### src/rtl/wrap_counter_adj_if.sv
// Control/status bundle for one wrap_counter_adj field.
// The master drives the controls and the slave (the counter) returns value/carry_out.
interface wrap_counter_adj_if #(
   parameter int WIDTH = 12
);
   logic             en_1;
   logic             carry_in;
   logic             adjust;
   logic             up;
   logic             down;
   logic             load;
   logic [WIDTH-1:0] load_val;
   logic [WIDTH-1:0] max_in;
   logic [WIDTH-1:0] value;
   logic             carry_out;

   modport master (
      output en_1, carry_in, adjust, up, down, load, load_val, max_in,
      input  value, carry_out
   );

   modport slave (
      input  en_1, carry_in, adjust, up, down, load, load_val, max_in,
      output value, carry_out
   );
endinterface

### src/rtl/wrap_counter_adj.sv
// Bounded wrap-around counter for calendar/clock fields.
// It counts on chained carries and steps on debounced up/down buttons with hold-to-repeat.
module wrap_counter_adj #(
   parameter int WIDTH      = 12,
   parameter int VAL_MIN    = 2001,
   parameter int VAL_MAX    = 3000,
   parameter int RST_VAL    = 2001,
   parameter int DYN_MAX    = 0,
   parameter int RPT_DELAY  = 500,
   parameter int RPT_PERIOD = 100
) (
   input  logic              clk,
   input  logic              rst,
   wrap_counter_adj_if.slave bus
);
   localparam logic [WIDTH-1:0] MIN_W   = WIDTH'(VAL_MIN);
   localparam logic [WIDTH-1:0] MAX_W   = WIDTH'(VAL_MAX);
   localparam logic [WIDTH-1:0] RST_W   = WIDTH'(RST_VAL);
   localparam int               RPT_MAX = (RPT_DELAY > RPT_PERIOD) ? RPT_DELAY : RPT_PERIOD;
   localparam int               TW      = (RPT_MAX > 1) ? $clog2(RPT_MAX) : 1;
   localparam logic [TW-1:0]    DELAY_LAST  = TW'(RPT_DELAY - 1);
   localparam logic [TW-1:0]    PERIOD_LAST = TW'(RPT_PERIOD - 1);

   typedef enum logic [1:0] {IDLE, DELAY, REPEAT} btn_state_t;

   btn_state_t       state_reg;
   logic [TW-1:0]    timer_reg;
   logic             dir_up_reg;
   logic [WIDTH-1:0] value_reg;
   logic             carry_reg;

   logic [1:0]       btn_raw;
   logic [1:0]       btn_s;
   logic [1:0]       btn_rise;
   logic             press_up;
   logic             press_dn;
   logic             cap_held;
   logic             adj_step;
   logic             adj_up;
   logic             count_step;
   logic [WIDTH-1:0] max_clamped;
   logic [WIDTH-1:0] eff_max;
   logic [WIDTH-1:0] load_clamped;

   // Bit 0 carries the up button, bit 1 the down button.
   assign btn_raw = {bus.down, bus.up};

   generate
      for (genvar gi = 0; gi < 2; gi++) begin : g_sync
         logic [1:0] sync_reg;
         logic       prev_reg;

         always_ff @(posedge clk or posedge rst) begin
            if (rst) begin
               sync_reg <= 2'b00;
               prev_reg <= 1'b0;
            end else begin
               sync_reg <= {sync_reg[0], btn_raw[gi]};
               prev_reg <= sync_reg[1];
            end
         end

         assign btn_s[gi]    = sync_reg[1];
         assign btn_rise[gi] = sync_reg[1] & ~prev_reg;
      end
   endgenerate

   assign max_clamped  = (bus.max_in < MIN_W) ? MIN_W :
                         (bus.max_in > MAX_W) ? MAX_W : bus.max_in;
   assign eff_max      = (DYN_MAX != 0) ? max_clamped : MAX_W;
   assign load_clamped = (bus.load_val < MIN_W)   ? MIN_W :
                         (bus.load_val > eff_max) ? eff_max : bus.load_val;

   // A press only counts when the other button is idle; a held captured button with the
   // other one pressed too is treated as a release.
   assign press_up   = btn_rise[0] & ~btn_s[1];
   assign press_dn   = btn_rise[1] & ~btn_s[0];
   assign cap_held   = dir_up_reg ? (btn_s[0] & ~btn_s[1]) : (btn_s[1] & ~btn_s[0]);
   assign count_step = ~bus.adjust & bus.en_1 & bus.carry_in;

   always_comb begin
      adj_step = 1'b0;
      adj_up   = dir_up_reg;
      if (bus.adjust) begin
         case (state_reg)
            IDLE: begin
               if (press_up | press_dn) begin
                  adj_step = 1'b1;
                  adj_up   = press_up;
               end
            end
            DELAY:   adj_step = cap_held && (timer_reg == DELAY_LAST);
            REPEAT:  adj_step = cap_held && (timer_reg == PERIOD_LAST);
            default: adj_step = 1'b0;
         endcase
      end
   end

   always_ff @(posedge clk or posedge rst) begin
      if (rst) begin
         state_reg  <= IDLE;
         timer_reg  <= '0;
         dir_up_reg <= 1'b1;
      end else if (!bus.adjust) begin
         state_reg <= IDLE;
         timer_reg <= '0;
      end else begin
         case (state_reg)
            IDLE: begin
               if (press_up | press_dn) begin
                  state_reg  <= DELAY;
                  timer_reg  <= '0;
                  dir_up_reg <= press_up;
               end
            end
            DELAY: begin
               if (!cap_held) begin
                  state_reg <= IDLE;
               end else if (timer_reg == DELAY_LAST) begin
                  state_reg <= REPEAT;
                  timer_reg <= '0;
               end else begin
                  timer_reg <= timer_reg + TW'(1);
               end
            end
            REPEAT: begin
               if (!cap_held) begin
                  state_reg <= IDLE;
               end else if (timer_reg == PERIOD_LAST) begin
                  timer_reg <= '0;
               end else begin
                  timer_reg <= timer_reg + TW'(1);
               end
            end
            default: state_reg <= IDLE;
         endcase
      end
   end

   // An out-of-range value (max_in just dropped) is pulled back before any counting.
   always_ff @(posedge clk or posedge rst) begin
      if (rst) begin
         value_reg <= RST_W;
         carry_reg <= 1'b0;
      end else begin
         carry_reg <= 1'b0;
         if (bus.load) begin
            value_reg <= load_clamped;
         end else if (value_reg > eff_max) begin
            value_reg <= eff_max;
         end else if (count_step) begin
            if (value_reg == eff_max) begin
               value_reg <= MIN_W;
               carry_reg <= 1'b1;
            end else begin
               value_reg <= value_reg + WIDTH'(1);
            end
         end else if (adj_step) begin
            if (adj_up) begin
               value_reg <= (value_reg == eff_max) ? MIN_W : value_reg + WIDTH'(1);
            end else begin
               value_reg <= (value_reg == MIN_W) ? eff_max : value_reg - WIDTH'(1);
            end
         end
      end
   end

   assign bus.value     = value_reg;
   assign bus.carry_out = carry_reg;
endmodule

### src/flat_wrapper.sv
// flat-port wrapper written by rule: the top's interface ports become plain ports
module wrap_counter_adj_flat 
#(
   parameter int WIDTH      = 12,
   parameter int VAL_MIN    = 2001,
   parameter int VAL_MAX    = 3000,
   parameter int RST_VAL    = 2001,
   parameter int DYN_MAX    = 0,
   parameter int RPT_DELAY  = 500,
   parameter int RPT_PERIOD = 100
)
  (clk, rst, bus_en_1, bus_carry_in, bus_adjust, bus_up, bus_down, bus_load, bus_load_val, bus_max_in, bus_value, bus_carry_out);
  wrap_counter_adj_if #(.WIDTH(WIDTH)) bus_i ();
  input  logic clk;
  input  logic rst;
  input wire logic [$bits(bus_i.en_1)-1:0] bus_en_1;
  input wire logic [$bits(bus_i.carry_in)-1:0] bus_carry_in;
  input wire logic [$bits(bus_i.adjust)-1:0] bus_adjust;
  input wire logic [$bits(bus_i.up)-1:0] bus_up;
  input wire logic [$bits(bus_i.down)-1:0] bus_down;
  input wire logic [$bits(bus_i.load)-1:0] bus_load;
  input wire logic [$bits(bus_i.load_val)-1:0] bus_load_val;
  input wire logic [$bits(bus_i.max_in)-1:0] bus_max_in;
  output wire logic [$bits(bus_i.value)-1:0] bus_value;
  output wire logic [$bits(bus_i.carry_out)-1:0] bus_carry_out;
  assign bus_i.en_1 = bus_en_1;
  assign bus_i.carry_in = bus_carry_in;
  assign bus_i.adjust = bus_adjust;
  assign bus_i.up = bus_up;
  assign bus_i.down = bus_down;
  assign bus_i.load = bus_load;
  assign bus_i.load_val = bus_load_val;
  assign bus_i.max_in = bus_max_in;
  assign bus_value = bus_i.value;
  assign bus_carry_out = bus_i.carry_out;
  wrap_counter_adj #(.WIDTH(WIDTH), .VAL_MIN(VAL_MIN), .VAL_MAX(VAL_MAX), .RST_VAL(RST_VAL), .DYN_MAX(DYN_MAX), .RPT_DELAY(RPT_DELAY), .RPT_PERIOD(RPT_PERIOD)) u_core (.clk(clk), .rst(rst), .bus(bus_i));
endmodule
### config.mk
export PLATFORM = sky130hd
export DESIGN_NAME = wrap_counter_adj_flat
export DESIGN_NICKNAME = d
export VERILOG_FILES = /design/src/rtl/wrap_counter_adj_if.sv /design/src/rtl/wrap_counter_adj.sv /design/src/flat_wrapper.sv
export SDC_FILE = /design/constraint.sdc
export NUM_CORES = 1
export LEC_CHECK = 0
export ABC_CLOCK_PERIOD_IN_PS = 3300
export CAP_MARGIN = 40
export CORE_MARGIN = 2
export CORE_UTILIZATION = 54
export CTS_BUF_LIST = sky130_fd_sc_hd__clkbuf_8
export CTS_CLUSTER_SIZE = 24
export DETAILED_ROUTE_END_ITERATION = 16
export GPL_TIMING_DRIVEN = 0
export HOLD_SLACK_MARGIN = 0.05
export PLACE_DENSITY = 0.82
export SETUP_SLACK_MARGIN = 0.2
export SLEW_MARGIN = 10
export SYNTH_ARGS = -nofsm -noshare
export SYNTH_HDL_FRONTEND = slang
export SYNTH_SLANG_ARGS = --single-unit
### constraint.sdc
create_clock -name clk -period 3.3 [get_ports clk]
set_clock_uncertainty 0.2 [all_clocks]
set_input_delay 0.66 -clock clk [delete_from_list [all_inputs] [get_ports clk]]
set_output_delay 0.66 -clock clk [all_outputs]
set_load 0.03 [all_outputs]
==> results.md <==
| Step | Parameter | This run |
| --- | --- | --- |
| clock tree | Clock transition at the registers of the reported paths | 0.07 ns |
| sta | Post-route setup TNS | 0 ns |
| logic synthesis | Cell accounting for the most synthesized area | dfrtp_1 |
| placement | HPWL after detailed placement | 4.67 mm |
| detailed routing | First drt pass iteration count | 6 |
| floorplanning | Top-level I/O count | 45 |
| floorplanning | Die Ht | 70.6 um |
| power | Part of the total power dissipated in sequential elements | 0.309 |
| sta | Final cycle utilization of the critical path | 0.882 |
| clock tree | Number of sinks handled by clock tree synthesis | 31 |
| worst setup path | Critical-path maximum fanout | 10 |
| sta | Actual transition at the worst max-transition pin | 0.775 ns |
| grt | Total routing resource utilization after global routing | 0.261 |
| logic synthesis | Largest cells by area after synthesis | dfrtp_1 (24%), dfstp_2 (8.8%), o21ai_0 (4.8%) |
| hold path | Worst hold path endpoint | u_core.g_sync[0].sync_reg[1] |
| layout | Max reg flops | 12 |
| worst setup path | Worst Setup Path Type | input port to flip-flop |
| detailed routing | Total wirelength of the detailed-routed design | 6.33 mm |
| clock tree | Clock Path Buffers | 2 |
| run | Maxcap violations | 0 |
| floorplanning | Initial cell density of the core | 0.553 |
| worst setup path | R2R Path Start | u_core.bus.value[10] |
| sta | Final setup violation count | 0 |
| layout | Total Nets Final | 365 |
| logic synthesis | Number of flops mapped to enable cells by yosys | 0 |
| layout | Fraction of final layout cells with drive strength greater than 1 | 0.101 |
| layout | Filler Cells Inserted | 396 |
| logic synthesis | Asr flop ratio synth | 1.00 |
| worst setup path | End of the worst register-to-register path | u_core.bus.value[8] |
| power | Cell internal pwr | 0.00104 W |
| sta | Highest clock frequency the design can meet | 344 MHz |
| worst setup path | Arrival @ worst endpoint | 2.93 ns |
| logic synthesis | Yosys reg bits | 31 |
| detailed routing | Mean routed wirelength per cell | 16.7 um |
| logic synthesis | Synthesized area per cell | 8.39 um^2 |
| power | Maximum vdd drop | 0.303 mV |
| status | Result of the run | finished clean |
| floorplanning | Die width | 70.6 um |
| logic synthesis | Most instantiated library cell after synthesis | nand2_1 |
| worst setup path | Internal reg-to-reg setup slack | 0.53 ns |
| sta | Setup repair after global routing missed its margin | false |
| sta | Number of pins with negative max-slew slack in the final report | 0 |
| grt | Via count of the first global-routing pass | 2180 |
| hold path | Worst hold-check path type | flip-flop to flip-flop |
| detailed routing | Via-to-Cell Ratio | 6.35 |
| grt | Maximum number of pins on one net before global-route repair | 18 |
| logic synthesis | Number of nets in the synthesized netlist | 325 |
| detailed routing | Detailed router's first-iteration violation count | 314 |
| worst setup path | Reg2reg path depth | 7 |
| grt | Residual overflow from global routing | 0 |
| logic synthesis | Ys Warns | 0 |
| sta | WHS | 0.151 ns |
| hold path | Hold Crit Depth | 0 |
| sta | Final hold vios | 0 |
| floorplanning | Core area | 4320 um^2 |
| clock tree | TritonCTS clock tree | yes |
| detailed routing | Post-route DRC | 0 |
| logic synthesis | Synthesized area | 2390 um^2 |
| layout | Cell area after layout | 2900 um^2 |
| detailed routing | Total vias in the final route | 2399 |
| clock tree | H-tree levels | 2 |
| worst setup path | Crit end category | flip-flop |
| clock tree | Hold buffer count at CTS | 0 |
| placement | Post-detailed-placement cell area | 2790 um^2 |
| grt | Global-route wire length before repair | 10.4 mm |
| layout | End-of-flow core utilization | 0.670 |
| power | Net switching power figure | 0.000823 W |
| layout | Count of antenna diodes in the layout | 0 |
| logic synthesis | Instance count of the mapped netlist | 285 |
| worst setup path | Critical Path Start Type | input port |
| floorplanning | Row Count | 24 |
| floorplanning | Total die area | 4980 um^2 |
| hold path | Hold Path Origin | u_core.g_sync[0].sync_reg[0] |
| placement | Port Buffers | 32 |
| power | PD cells | 643 nW/um^2 |
| clock tree | Number of clock buffers inserted by TritonCTS | 5 |
| grt | Initial antenna violation count | 0 |
| power | Combinational share of power | 0.512 |
| clock tree | Insertion delay of the later-clocked pin in the worst-skew pair | 0.28 ns |
| logic synthesis | Top-area cell type share of the netlist area | 0.241 |
| logic synthesis | Main flop type after synthesis | dfrtp_1 |
| worst setup path | Required time of the critical path | 3.32 ns |
| sta | Clock period minus worst slack | 2.91 ns |
| placement | RD Place Congestion | 0.949 |
| clock tree | Root cell of the clock tree | clkbuf_8 |
| logic synthesis | Netlist cell types | 64 |
| logic synthesis | Commonest cells in the synthesized netlist | nand2_1 (28), nor2_1 (26), dfrtp_1 (23), o21ai_0 (23), a21oi_1 (12) |
| sta | Relative max-transition margin | 0.481 |
| detailed routing | Remaining antenna violation count after routing | 0 |
| layout | Syn-to-layout area delta | 21.1% |
| logic synthesis | Sequential share of the synthesized area | 0.328 |
| power | Leak | 1.10 nW |
| power | Clock group share of total power | 0.179 |
| power | Net Sw Frac | 0.442 |
cells by family (layout without fill, tap and decap cells):
kind of cell    after synthesis  in the layout  synth area share
flops                        31             31             0.328
buf+inv                      20             61            0.0387
compound gates               88             88             0.264
xor+xnor                      4              4            0.0146
fa+ha+maj                     8              8            0.0418
mux                           4              4            0.0173
simple gates                130            130             0.296
layer usage:
| layer | global-route usage | vias to the layer above | part of all wire |
|---|---|---|---|
| met4 | 0.0985 | 0 | 0.023 |
| met1 | 0.339 | 1096 | 0.41 |
| met5 | 0 | - | 0 |
| met3 | 0.0385 | 14 | 0.073 |
| li1 | - | 1166 | - |
| met2 | 0.445 | 123 | 0.49 |
area by class of cell:
cell class / count / area (um^2) / area share
buffer: 11 / 58.8 / 0.0203
clock buffer: 7 / 96.3 / 0.0333
clock inverter: 1 / 3.75 / 0.00130
inverter: 9 / 33.8 / 0.0117
multi-input combinational: 234 / 1520 / 0.524
sequential: 31 / 786 / 0.271
tap: 52 / 65.1 / 0.0225
timing repair buffer: 33 / 335 / 0.116
per-stage QoR:
stage               total power [W]  cells  setup WS, ns
floorplan                   0.00121    285         0.895
global placement            0.00150    369        0.0777
detailed placement          0.00151    370        0.0740
CTS                         0.00185    378         0.369
global route                0.00198    378         0.237
finish                      0.00186    378         0.389
worst max-delay path, cell delays in order:
cell,delay (ns)
clkdlybuf4s50_1,0.53
and2_0,0.29
a22o_1,0.33
or2_1,0.25
buf_6,0.14
buf_6,0.15
a21oi_1,0.19
a21oi_1,0.09
o2bb2a_2,0.29
worst max-delay path by stage:
| stage | slack, ns | depth (start not counted) | from | endpoint |
|---|---|---|---|---|
| after CTS | 0.37 | 7 | bus_adjust | u_core.bus.value[3] |
| final | 0.39 | 9 | bus_adjust | u_core.bus.value[7] |
| after global routing | 0.24 | 9 | bus_adjust | u_core.bus.value[7] |
| after global placement | 0.08 | 7 | bus_adjust | u_core.bus.value[3] |
| after detailed placement | 0.07 | 7 | bus_adjust | u_core.bus.value[3] |
| after floorplan | 0.89 | 7 | u_core.bus.value[10] | u_core.bus.value[8] |
power by group through the flow:
stage / Clock, W / Sequential [W] / Combinational (W)
after global placement: 0 / 0.000577 / 0.000923
after CTS: 0.000338 / 0.000573 / 0.000936
after detailed placement: 0 / 0.000580 / 0.000932
final: 0.000333 / 0.000576 / 0.000952
after floorplan: 0 / 0.000677 / 0.000531
after global routing: 0.000359 / 0.000590 / 0.00103
layout by cell type, fill, tap and decap left out, types with 4 or more instances in the layout:
cell and n:
clkdlybuf4s50_1 32, nand2_1 28, nor2_1 26, o21ai_0 23, dfrtp_1 23, a21oi_1 12, and3_1 11, nand3_1 11
nor3_1 10, inv_1 10, ha_1 8, dfstp_2 8, clkbuf_1 7, a31oi_1 7, clkbuf_8 7, nand2b_1 6
nand4_1 5, o22ai_1 5, or3_1 5, o211ai_1 4
repair_timing:
action | CTS | global route
endpoints found under the setup margin | 0 | 2
setup buffers | 0 | 0
resized for setup | 0 | 1
(Power assumes the default switching activity.)
